[src/rtl/mem_wb_pkg.sv]
// mem_wb_pkg: shared payload layout and default widths for the MEM/WB stage.
package mem_wb_pkg;
  localparam int XLEN_D = 64;
  localparam int REG_AW_D = 5;
  typedef struct packed {
    logic                regwrite;
    logic                memtoreg;
    logic [XLEN_D-1:0]   readdata;
    logic [XLEN_D-1:0]   aluresult;
    logic [REG_AW_D-1:0] rd;
  } wb_payload_t;
  function automatic int payload_w(int xlen, int aw);
    return 2 + 2 * xlen + aw;
  endfunction
endpackage

[src/rtl/mem_wb_if.sv]
// mem_wb_if: upstream and write-back handshake/bus signals of the MEM/WB stage.
interface mem_wb_if #(
  parameter int XLEN   = mem_wb_pkg::XLEN_D,
  parameter int REG_AW = mem_wb_pkg::REG_AW_D
);
  logic              in_valid;
  logic              in_ready;
  logic              in_regwrite;
  logic              in_memtoreg;
  logic [XLEN-1:0]   in_readdata;
  logic [XLEN-1:0]   in_aluresult;
  logic [REG_AW-1:0] in_rd;
  logic              out_valid;
  logic              out_ready;
  logic              out_regwrite;
  logic              out_memtoreg;
  logic [XLEN-1:0]   out_readdata;
  logic [XLEN-1:0]   out_aluresult;
  logic [REG_AW-1:0] out_rd;
  logic [XLEN-1:0]   out_wb_data;
  modport slave (
    input  in_valid, in_regwrite, in_memtoreg, in_readdata, in_aluresult, in_rd, out_ready,
    output in_ready, out_valid, out_regwrite, out_memtoreg, out_readdata, out_aluresult, out_rd,
           out_wb_data
  );
  modport master (
    output in_valid, in_regwrite, in_memtoreg, in_readdata, in_aluresult, in_rd, out_ready,
    input  in_ready, out_valid, out_regwrite, out_memtoreg, out_readdata, out_aluresult, out_rd,
           out_wb_data
  );
endinterface

[src/rtl/mem_wb_skid_stage_pipe_skid_buf.sv]
// pipe_skid_buf: generic valid/ready register with a one-entry skid buffer and flush.
module pipe_skid_buf #(
  parameter int W = 8
) (
  input  logic         clk,
  input  logic         reset,
  input  logic         flush,
  input  logic         in_valid_i,
  output logic         in_ready_o,
  input  logic [W-1:0] in_data_i,
  output logic         out_valid_o,
  input  logic         out_ready_i,
  output logic [W-1:0] out_data_o
);
  logic         main_v_q, main_v_d, skid_v_q, skid_v_d;
  logic [W-1:0] main_q, main_d, skid_q, skid_d;
  logic         accept, drain;
  assign in_ready_o  = ~skid_v_q;
  assign accept      = in_valid_i & ~skid_v_q;
  assign drain       = main_v_q & out_ready_i;
  assign out_valid_o = main_v_q;
  assign out_data_o  = main_q;
  always_comb begin
    main_v_d = main_v_q;
    skid_v_d = skid_v_q;
    main_d   = main_q;
    skid_d   = skid_q;
    if (flush) begin
      main_v_d = 1'b0;
      skid_v_d = 1'b0;
    end else if (skid_v_q) begin
      if (drain) begin
        main_d   = skid_q;
        skid_v_d = 1'b0;
      end
    end else if (!main_v_q || drain) begin
      main_v_d = accept;
      if (accept) main_d = in_data_i;
    end else if (accept) begin
      skid_v_d = 1'b1;
      skid_d   = in_data_i;
    end
  end
  always_ff @(posedge clk) begin
    if (reset) begin
      main_v_q <= 1'b0;
      skid_v_q <= 1'b0;
      main_q   <= '0;
      skid_q   <= '0;
    end else begin
      main_v_q <= main_v_d;
      skid_v_q <= skid_v_d;
      main_q   <= main_d;
      skid_q   <= skid_d;
    end
  end
endmodule

[src/rtl/mem_wb_skid_stage.sv]
// mem_wb_skid_stage: MEM/WB register with skid buffer, x0 suppression and write-back mux.
// Define MEM_WB_STATS_EN to add saturating stall/bubble counters.
module mem_wb_skid_stage
  import mem_wb_pkg::*;
#(
  parameter int XLEN              = XLEN_D,
  parameter int REG_AW            = REG_AW_D,
  parameter bit ZERO_REG_SUPPRESS = 1'b1
) (
  input  logic        clk,
  input  logic        reset,
  input  logic        flush,
  mem_wb_if.slave     bus
`ifdef MEM_WB_STATS_EN
  ,
  output logic [31:0] stat_stall_cnt,
  output logic [31:0] stat_bubble_cnt
`endif
);
  localparam int W = payload_w(XLEN, REG_AW);
  logic [W-1:0]      in_pl, out_pl;
  logic              cap_rw, out_valid, pl_rw, pl_mtr;
  logic [XLEN-1:0]   pl_rdata, pl_alu;
  logic [REG_AW-1:0] pl_rd;
  assign cap_rw = bus.in_regwrite & ~(ZERO_REG_SUPPRESS & (bus.in_rd == '0));
  assign in_pl  = {cap_rw, bus.in_memtoreg, bus.in_readdata, bus.in_aluresult, bus.in_rd};
  pipe_skid_buf #(.W(W)) u_skid (
    .clk         (clk),
    .reset       (reset),
    .flush       (flush),
    .in_valid_i  (bus.in_valid),
    .in_ready_o  (bus.in_ready),
    .in_data_i   (in_pl),
    .out_valid_o (out_valid),
    .out_ready_i (bus.out_ready),
    .out_data_o  (out_pl)
  );
  assign {pl_rw, pl_mtr, pl_rdata, pl_alu, pl_rd} = out_pl;
  // Control bits are masked so a bubble never writes back, even with stale payload.
  assign bus.out_valid     = out_valid;
  assign bus.out_regwrite  = out_valid & pl_rw;
  assign bus.out_memtoreg  = out_valid & pl_mtr;
  assign bus.out_readdata  = pl_rdata;
  assign bus.out_aluresult = pl_alu;
  assign bus.out_rd        = pl_rd;
  assign bus.out_wb_data   = (out_valid & pl_mtr) ? pl_rdata : pl_alu;
`ifdef MEM_WB_STATS_EN
  logic [31:0] stall_q, stall_d, bubble_q, bubble_d;
  always_comb begin
    stall_d  = (out_valid && !bus.out_ready && !(&stall_q)) ? stall_q + 32'd1 : stall_q;
    bubble_d = (!out_valid && !(&bubble_q)) ? bubble_q + 32'd1 : bubble_q;
  end
  always_ff @(posedge clk) begin
    if (reset) begin
      stall_q  <= '0;
      bubble_q <= '0;
    end else begin
      stall_q  <= stall_d;
      bubble_q <= bubble_d;
    end
  end
  assign stat_stall_cnt  = stall_q;
  assign stat_bubble_cnt = bubble_q;
`endif
endmodule

[src/flat_wrapper.sv]
// flat-port wrapper written by rule: the top's interface ports become plain ports
module mem_wb_skid_stage_flat import mem_wb_pkg::*;
#(
  parameter int XLEN              = XLEN_D,
  parameter int REG_AW            = REG_AW_D,
  parameter bit ZERO_REG_SUPPRESS = 1'b1
)
  (clk, reset, flush, bus_in_valid, bus_in_regwrite, bus_in_memtoreg, bus_in_readdata, bus_in_aluresult, bus_in_rd, bus_out_ready, bus_in_ready, bus_out_valid, bus_out_regwrite, bus_out_memtoreg, bus_out_readdata, bus_out_aluresult, bus_out_rd, bus_out_wb_data);
  mem_wb_if #(.XLEN(XLEN), .REG_AW(REG_AW)) bus_i ();
  input  logic clk;
  input  logic reset;
  input  logic flush;
  input wire logic [$bits(bus_i.in_valid)-1:0] bus_in_valid;
  input wire logic [$bits(bus_i.in_regwrite)-1:0] bus_in_regwrite;
  input wire logic [$bits(bus_i.in_memtoreg)-1:0] bus_in_memtoreg;
  input wire logic [$bits(bus_i.in_readdata)-1:0] bus_in_readdata;
  input wire logic [$bits(bus_i.in_aluresult)-1:0] bus_in_aluresult;
  input wire logic [$bits(bus_i.in_rd)-1:0] bus_in_rd;
  input wire logic [$bits(bus_i.out_ready)-1:0] bus_out_ready;
  output wire logic [$bits(bus_i.in_ready)-1:0] bus_in_ready;
  output wire logic [$bits(bus_i.out_valid)-1:0] bus_out_valid;
  output wire logic [$bits(bus_i.out_regwrite)-1:0] bus_out_regwrite;
  output wire logic [$bits(bus_i.out_memtoreg)-1:0] bus_out_memtoreg;
  output wire logic [$bits(bus_i.out_readdata)-1:0] bus_out_readdata;
  output wire logic [$bits(bus_i.out_aluresult)-1:0] bus_out_aluresult;
  output wire logic [$bits(bus_i.out_rd)-1:0] bus_out_rd;
  output wire logic [$bits(bus_i.out_wb_data)-1:0] bus_out_wb_data;
  assign bus_i.in_valid = bus_in_valid;
  assign bus_i.in_regwrite = bus_in_regwrite;
  assign bus_i.in_memtoreg = bus_in_memtoreg;
  assign bus_i.in_readdata = bus_in_readdata;
  assign bus_i.in_aluresult = bus_in_aluresult;
  assign bus_i.in_rd = bus_in_rd;
  assign bus_i.out_ready = bus_out_ready;
  assign bus_in_ready = bus_i.in_ready;
  assign bus_out_valid = bus_i.out_valid;
  assign bus_out_regwrite = bus_i.out_regwrite;
  assign bus_out_memtoreg = bus_i.out_memtoreg;
  assign bus_out_readdata = bus_i.out_readdata;
  assign bus_out_aluresult = bus_i.out_aluresult;
  assign bus_out_rd = bus_i.out_rd;
  assign bus_out_wb_data = bus_i.out_wb_data;
  mem_wb_skid_stage #(.XLEN(XLEN), .REG_AW(REG_AW), .ZERO_REG_SUPPRESS(ZERO_REG_SUPPRESS)) u_core (.clk(clk), .reset(reset), .flush(flush), .bus(bus_i));
endmodule
[config.mk]
export PLATFORM = sky130hd
export DESIGN_NAME = mem_wb_skid_stage_flat
export DESIGN_NICKNAME = d
export VERILOG_FILES = /design/src/rtl/mem_wb_pkg.sv /design/src/rtl/mem_wb_if.sv /design/src/rtl/mem_wb_skid_stage_pipe_skid_buf.sv /design/src/rtl/mem_wb_skid_stage.sv /design/src/flat_wrapper.sv
export SDC_FILE = /design/constraint.sdc
export NUM_CORES = 1
export LEC_CHECK = 0
export ABC_AREA = 1
export ABC_CLOCK_PERIOD_IN_PS = 3400
export CORE_MARGIN = 4
export CORE_UTILIZATION = 45
export DETAILED_ROUTE_END_ITERATION = 7
export PLACE_DENSITY = 0.81
export SKIP_LAST_GASP = 1
export SLEW_MARGIN = 5
export SYNTH_ARGS = -nofsm -noshare
export SYNTH_HDL_FRONTEND = slang
export SYNTH_HIERARCHICAL = 1
export SYNTH_SLANG_ARGS = --single-unit
[constraint.sdc]
create_clock -name clk -period 3.4 [get_ports clk]
set_input_delay 0.34 -clock clk [delete_from_list [all_inputs] [get_ports clk]]
set_output_delay 0.34 -clock clk [all_outputs]
set_load 0.01 [all_outputs]
---- Word-level counts from Yosys, hierarchy flattened ----
Index checks and enable logic that the tools add are counted.
Widths: inputs -> output; s select.
cells by class
  eq/ne operators ......................... 1
  multiplexer cells ....................... 9
  bitwise gates (word level) .............. 9
  reductions and logical operators ........ 9
operators with widths
  operator            number
  $mux 135            4
  $mux 64             1
  $reduce_and 4->1    2
  $and 1x1->1         5
  $logic_not 5->1     1
  $mux 1              4
  $not 1->1           4
  $reduce_bool 2->1   2
  $ne 2x1->1 const B  1
  $reduce_and 2->1    1
  $reduce_or 2->1     1
  $logic_not 1->1     1
  $logic_or 1x1->1    1
storage, ports and cells
  register bits after elaboration ......... 272
  bits of input ports ..................... 140
  word-level logic and storage cells ...... 32

---- Longest topological paths before layout ----
  word-level depth ........................ 6
  mapped depth ............................ 9

---- Modules after synthesis ----
The synthesis kept the hierarchy.
modules (own cells, without submodules)
  module             times used  cells each  area each (µm²)
  pipe_skid_buf      1           1779        12047.8
  mem_wb_skid_stage  1           216         907.1

---- Least setup slack after synthesis ----
OpenSTA, ideal clock, no wires.
  kind .................................... register -> register
  start point ............................. reg u_core.u_skid.main_v_q (netlist: u_core/u_skid/out_valid_o)
  end point ............................... reg u_core.u_skid.main_q[100] (netlist: u_core/u_skid/out_data_o[100])
  library setup time ...................... 113 ps
  arrival ................................. 1304 ps
  path slack .............................. 1983 ps
  stages on the path, launching flop included .. 8
  path buffers ............................ 2
  period minus slack after synthesis ...... 1417 ps
  cell sequence ........................... dfxtp_1 -> nand2_1 -> a21oi_4 -> buf_4 -> buf_2 -> nand3_1 -> nand2_1 -> nor2_1
between the ends
  word-level cells in the longest chain between the ends .. 4
  elaborated cells between the ends (all ways) .. 6
  classes of those cells .................. eq/ne: 1; bitwise: 1; reduce/logical: 4
RTL lines
  element                                         line                                                                          RTL
  start, declared                                 mem_wb_skid_stage_pipe_skid_buf.sv:15                                         logic main_v_q, main_v_d, skid_v_q, skid_v_d;
  start signal, assigned                          mem_wb_skid_stage_pipe_skid_buf.sv:51                                         main_v_q <= main_v_d;
  $and 1x1->1 or $logic_not 1->1 (tied branches)  mem_wb_skid_stage_pipe_skid_buf.sv:20, mem_wb_skid_stage_pipe_skid_buf.sv:36
  $logic_or 1x1->1                                mem_wb_skid_stage_pipe_skid_buf.sv:36                                         end else if (!main_v_q || drain) begin
  $reduce_bool 2->1 (no source line)              n/a
  $reduce_and 4->1 (no source line) *             n/a
  end signal, assigned                            mem_wb_skid_stage_pipe_skid_buf.sv:53                                         main_q <= main_d;
  end, declared                                   mem_wb_skid_stage_pipe_skid_buf.sv:16                                         logic [W-1:0] main_q, main_d, skid_q, skid_d;
Mark *: on every way between the ends. The rest lies on a longest branch, timed or not.
A chain may end at the register's enable or synchronous reset.

---- Final worst setup path ----
  start point ............................. reg u_core.u_skid.main_v_q (netlist: u_core/u_skid/out_valid_o)
  end point ............................... out bus_out_wb_data[0]
between the ends
  word-level cells in the longest chain between the ends .. 2
RTL lines
  element        line                     RTL
  $and 1x1->1    mem_wb_skid_stage.sv:46  assign bus.out_wb_data = (out_valid & pl_mtr) ? pl_rdata : pl_alu;
  $mux 64        mem_wb_skid_stage.sv:46
  end, declared  flat_wrapper.sv:27       output wire logic [$bits(bus_i.out_wb_data)-1:0] bus_out_wb_data;
No other way between the ends.

==> reports/metrics.csv <==
stage,metric,value,unit
timing,Setup TNS,0,ns
timing,final slew viol count,0,
timing,RSZ-0062 raised after global routing,no,
die,Core Area,28100,sq um
clock_network,CTS Buffer Depth,3,
timing,actual slew at the worst max-slew pin,1.03,ns
logic_synthesis,Ys Warns,6,
layout,nets@finish,2384,
clock_network,cts repair resizes,0,
route,Initial DRC Count,956,
critical_path,cell mode on critical path,nand2_1,
timing,clock skew,0.0202,ns
die,Die ar.,31600,sq um
timing,Final Cycle Share,87.5,%
global_routing,largest net degree at the start of global routing,107,
layout,most frequent cells in the layout,"608 x nand2_1, 543 x nor2_1, 340 x clkdlybuf4s50_1",
global_routing,initial antenna violation count,4,
critical_path,required time worst endpoint,3.06,ns
route,Avg WL per Cell,15.6,microns
global_routing,global route total overflow,0,
global_routing,vias in the first global route,12500,
placement,PortBufs,340,
die,# rows,61,
logic_synthesis,"Seq/Total Area, Yosys",42.0,%
critical_path,Crit-path slowest cell,clkdlybuf4s50_1,
global_routing,global-route wire length before repair,65.1,mm
pwr,Pwr Total,7.96,mW
clock_network,post-CTS setup buffers,0,
die,starting density of the core,46.1,%
timing,Period minus WS final,2.97,ns
logic_synthesis,Seq cells post-synth,272,
global_routing,Global Route Usage Sum,25.0,%
critical_path,CP Max Fanout,40,
critical_path,cell-by-cell trace of the critical path,"nand2_2, inv_2, buf_12, nand2_1, nand2_1, clkdlybuf4s50_1",
critical_path,crit-path max cell delay,0.55,ns
route,drc violations,0,
placement,DP HPWL,27.1,mm
timing,worst hold slack,0.428,ns
clock_network,Num CTS Buffers,30,
clock_network,Post-CTS Hold Buffers,0,
pwr,Power Density,462,nW/um^2
timing,Max Fclk,336,MHz
critical_path,Worst Path Arrival,2.63,ns
clock_network,Skew-Pair Late Insertion Delay,0.55,ns
die,Ports,341,
placement,routability congestion estimate,0.852,
clock_network,H-tree levels,1,
die,chip width,178,microns
logic_synthesis,Mapped Nets,2135,
logic_synthesis,Mapped Cells,1995,
timing,relative slew slack,31.0,%
route,post-route ant nets,0,
timing,endpoints failing setup,0,
clock_network,CTS tree,done,
min_path,HP Class,in2reg,
critical_path,Critical Path Source Type,flip-flop,
layout,Fill cells,2569,
logic_synthesis,unique cell type count in the Yosys netlist,20,
route,DR pass1 iterations,5,
clock_network,Worst-path clk slew,0.06,ns
clock_network,clock root cell,clkbuf_16,
critical_path,Crit Path Category,reg2out,
timing,"Hold Violations, Final",0,
logic_synthesis,Syn Area/Cell,6.49,sq um
critical_path,Worst setup EP type,primary output,
layout,"commonest non-fill, non-tap cell in the layout",nand2_1,
route,detailed-route wire length,41.3,mm
run,Max Cap Viol,0,
layout,Area Overhead vs Synth,33.0,%
clock_network,clock sink count,272,
pwr,Leak Pwr,7.11,nW
route,Vias/cell,5.07,
die,Die Y,178,microns
layout,layout cells sized above 1,3.41,%
pwr,Peak VDD IR,406,uV
route,routed vias,13400,
outcome,status,"finished, final reports clean",
logic_synthesis,post-synthesis cell area,13000,sq um
## synthesized netlist by cell type (all sizes together)
cell type	instances	area [sq um]
nand2	610	2300
nor2	545	2060
dfxtp	272	5450
nand3	138	703
o21ai	137	686
and2	135	845
buf	88	639
clkbuf	56	210
inv	11	41.3
a21boi	1	7.51
a21oi	1	16.3
clkinv	1	3.75
## flip-flops by register name, indices dropped and copies added (netlist names)
signal and count:
u_core/u_skid/out_data_o 135, u_core/u_skid/skid_v_q 1, u_core/u_skid/out_valid_o 1, u_core/u_skid/skid_q 135
## cells by family after synthesis
family                 Yosys count  synth area share, %
and+or+nand+nor               1428                 45.6
DFF                            272                 42.0
buffers and inverters          156                 6.91
AOI/OAI and AO/OA              139                 5.48
## worst max-delay path: cells and delay by family, from the launching register on
kind | cells | cell delay (ns)
buffers and inverters | 3 | 1.22
flip-flops | 1 | 0.53
AND/OR/NAND/NOR | 3 | 0.27
## power by group
part | leakage, nW | internal, mW | switching [mW]
registers | 2.22 | 3.33 | 0.125
clock network | 0.487 | 1.99 | 1.27
logic | 4.40 | 0.648 | 0.600
## stage by stage
step,instances,instance area [sq um],setup slack [ns],util [%]
5_1_grt,2638,17200,0.243,61.3
4_1_cts,2637,17200,0.418,61.3
2_1_floorplan,1995,13000,1.98,-
6_report,2641,17200,0.426,61.4
3_3_place_gp,2590,16200,0.746,57.8
3_5_place_dp,2590,16200,0.644,57.8
## area by class of cell
cell class	count	area, sq um	share of cell area [%]
multi-input cells	1567	6620	38.4
flip-flops and latches	272	5450	31.6
repair buffers	361	3650	21.2
clock buffers	40	870	5.05
well taps	378	473	2.74
clock inverters	7	110	0.639
inverters	12	55.1	0.319
diodes	4	10.0	0.0581
## final timing paths
path              slack (ns)                 startpoint                         to  depth (start not counted)
setup / recovery        0.43  u_core/u_skid/out_valid_o         bus_out_wb_data[0]                          6
hold / removal          0.43        bus_in_readdata[37]  u_core/u_skid/skid_q[106]                          3
setup reg to reg        1.02  u_core/u_skid/out_valid_o   u_core/u_skid/skid_q[64]                          7
hold reg to reg         0.48  u_core/u_skid/skid_q[134]  u_core/u_skid/skid_q[134]                          2
## metal layers
metal / share of wire (%) / GRT usage (%)
met5: 0.097 / 0
met4: 2.9 / 7.19
met3: 9.0 / 6.46
met2: 48 / 44.6
met1: 40 / 29.6
(Power assumes the default switching activity.)
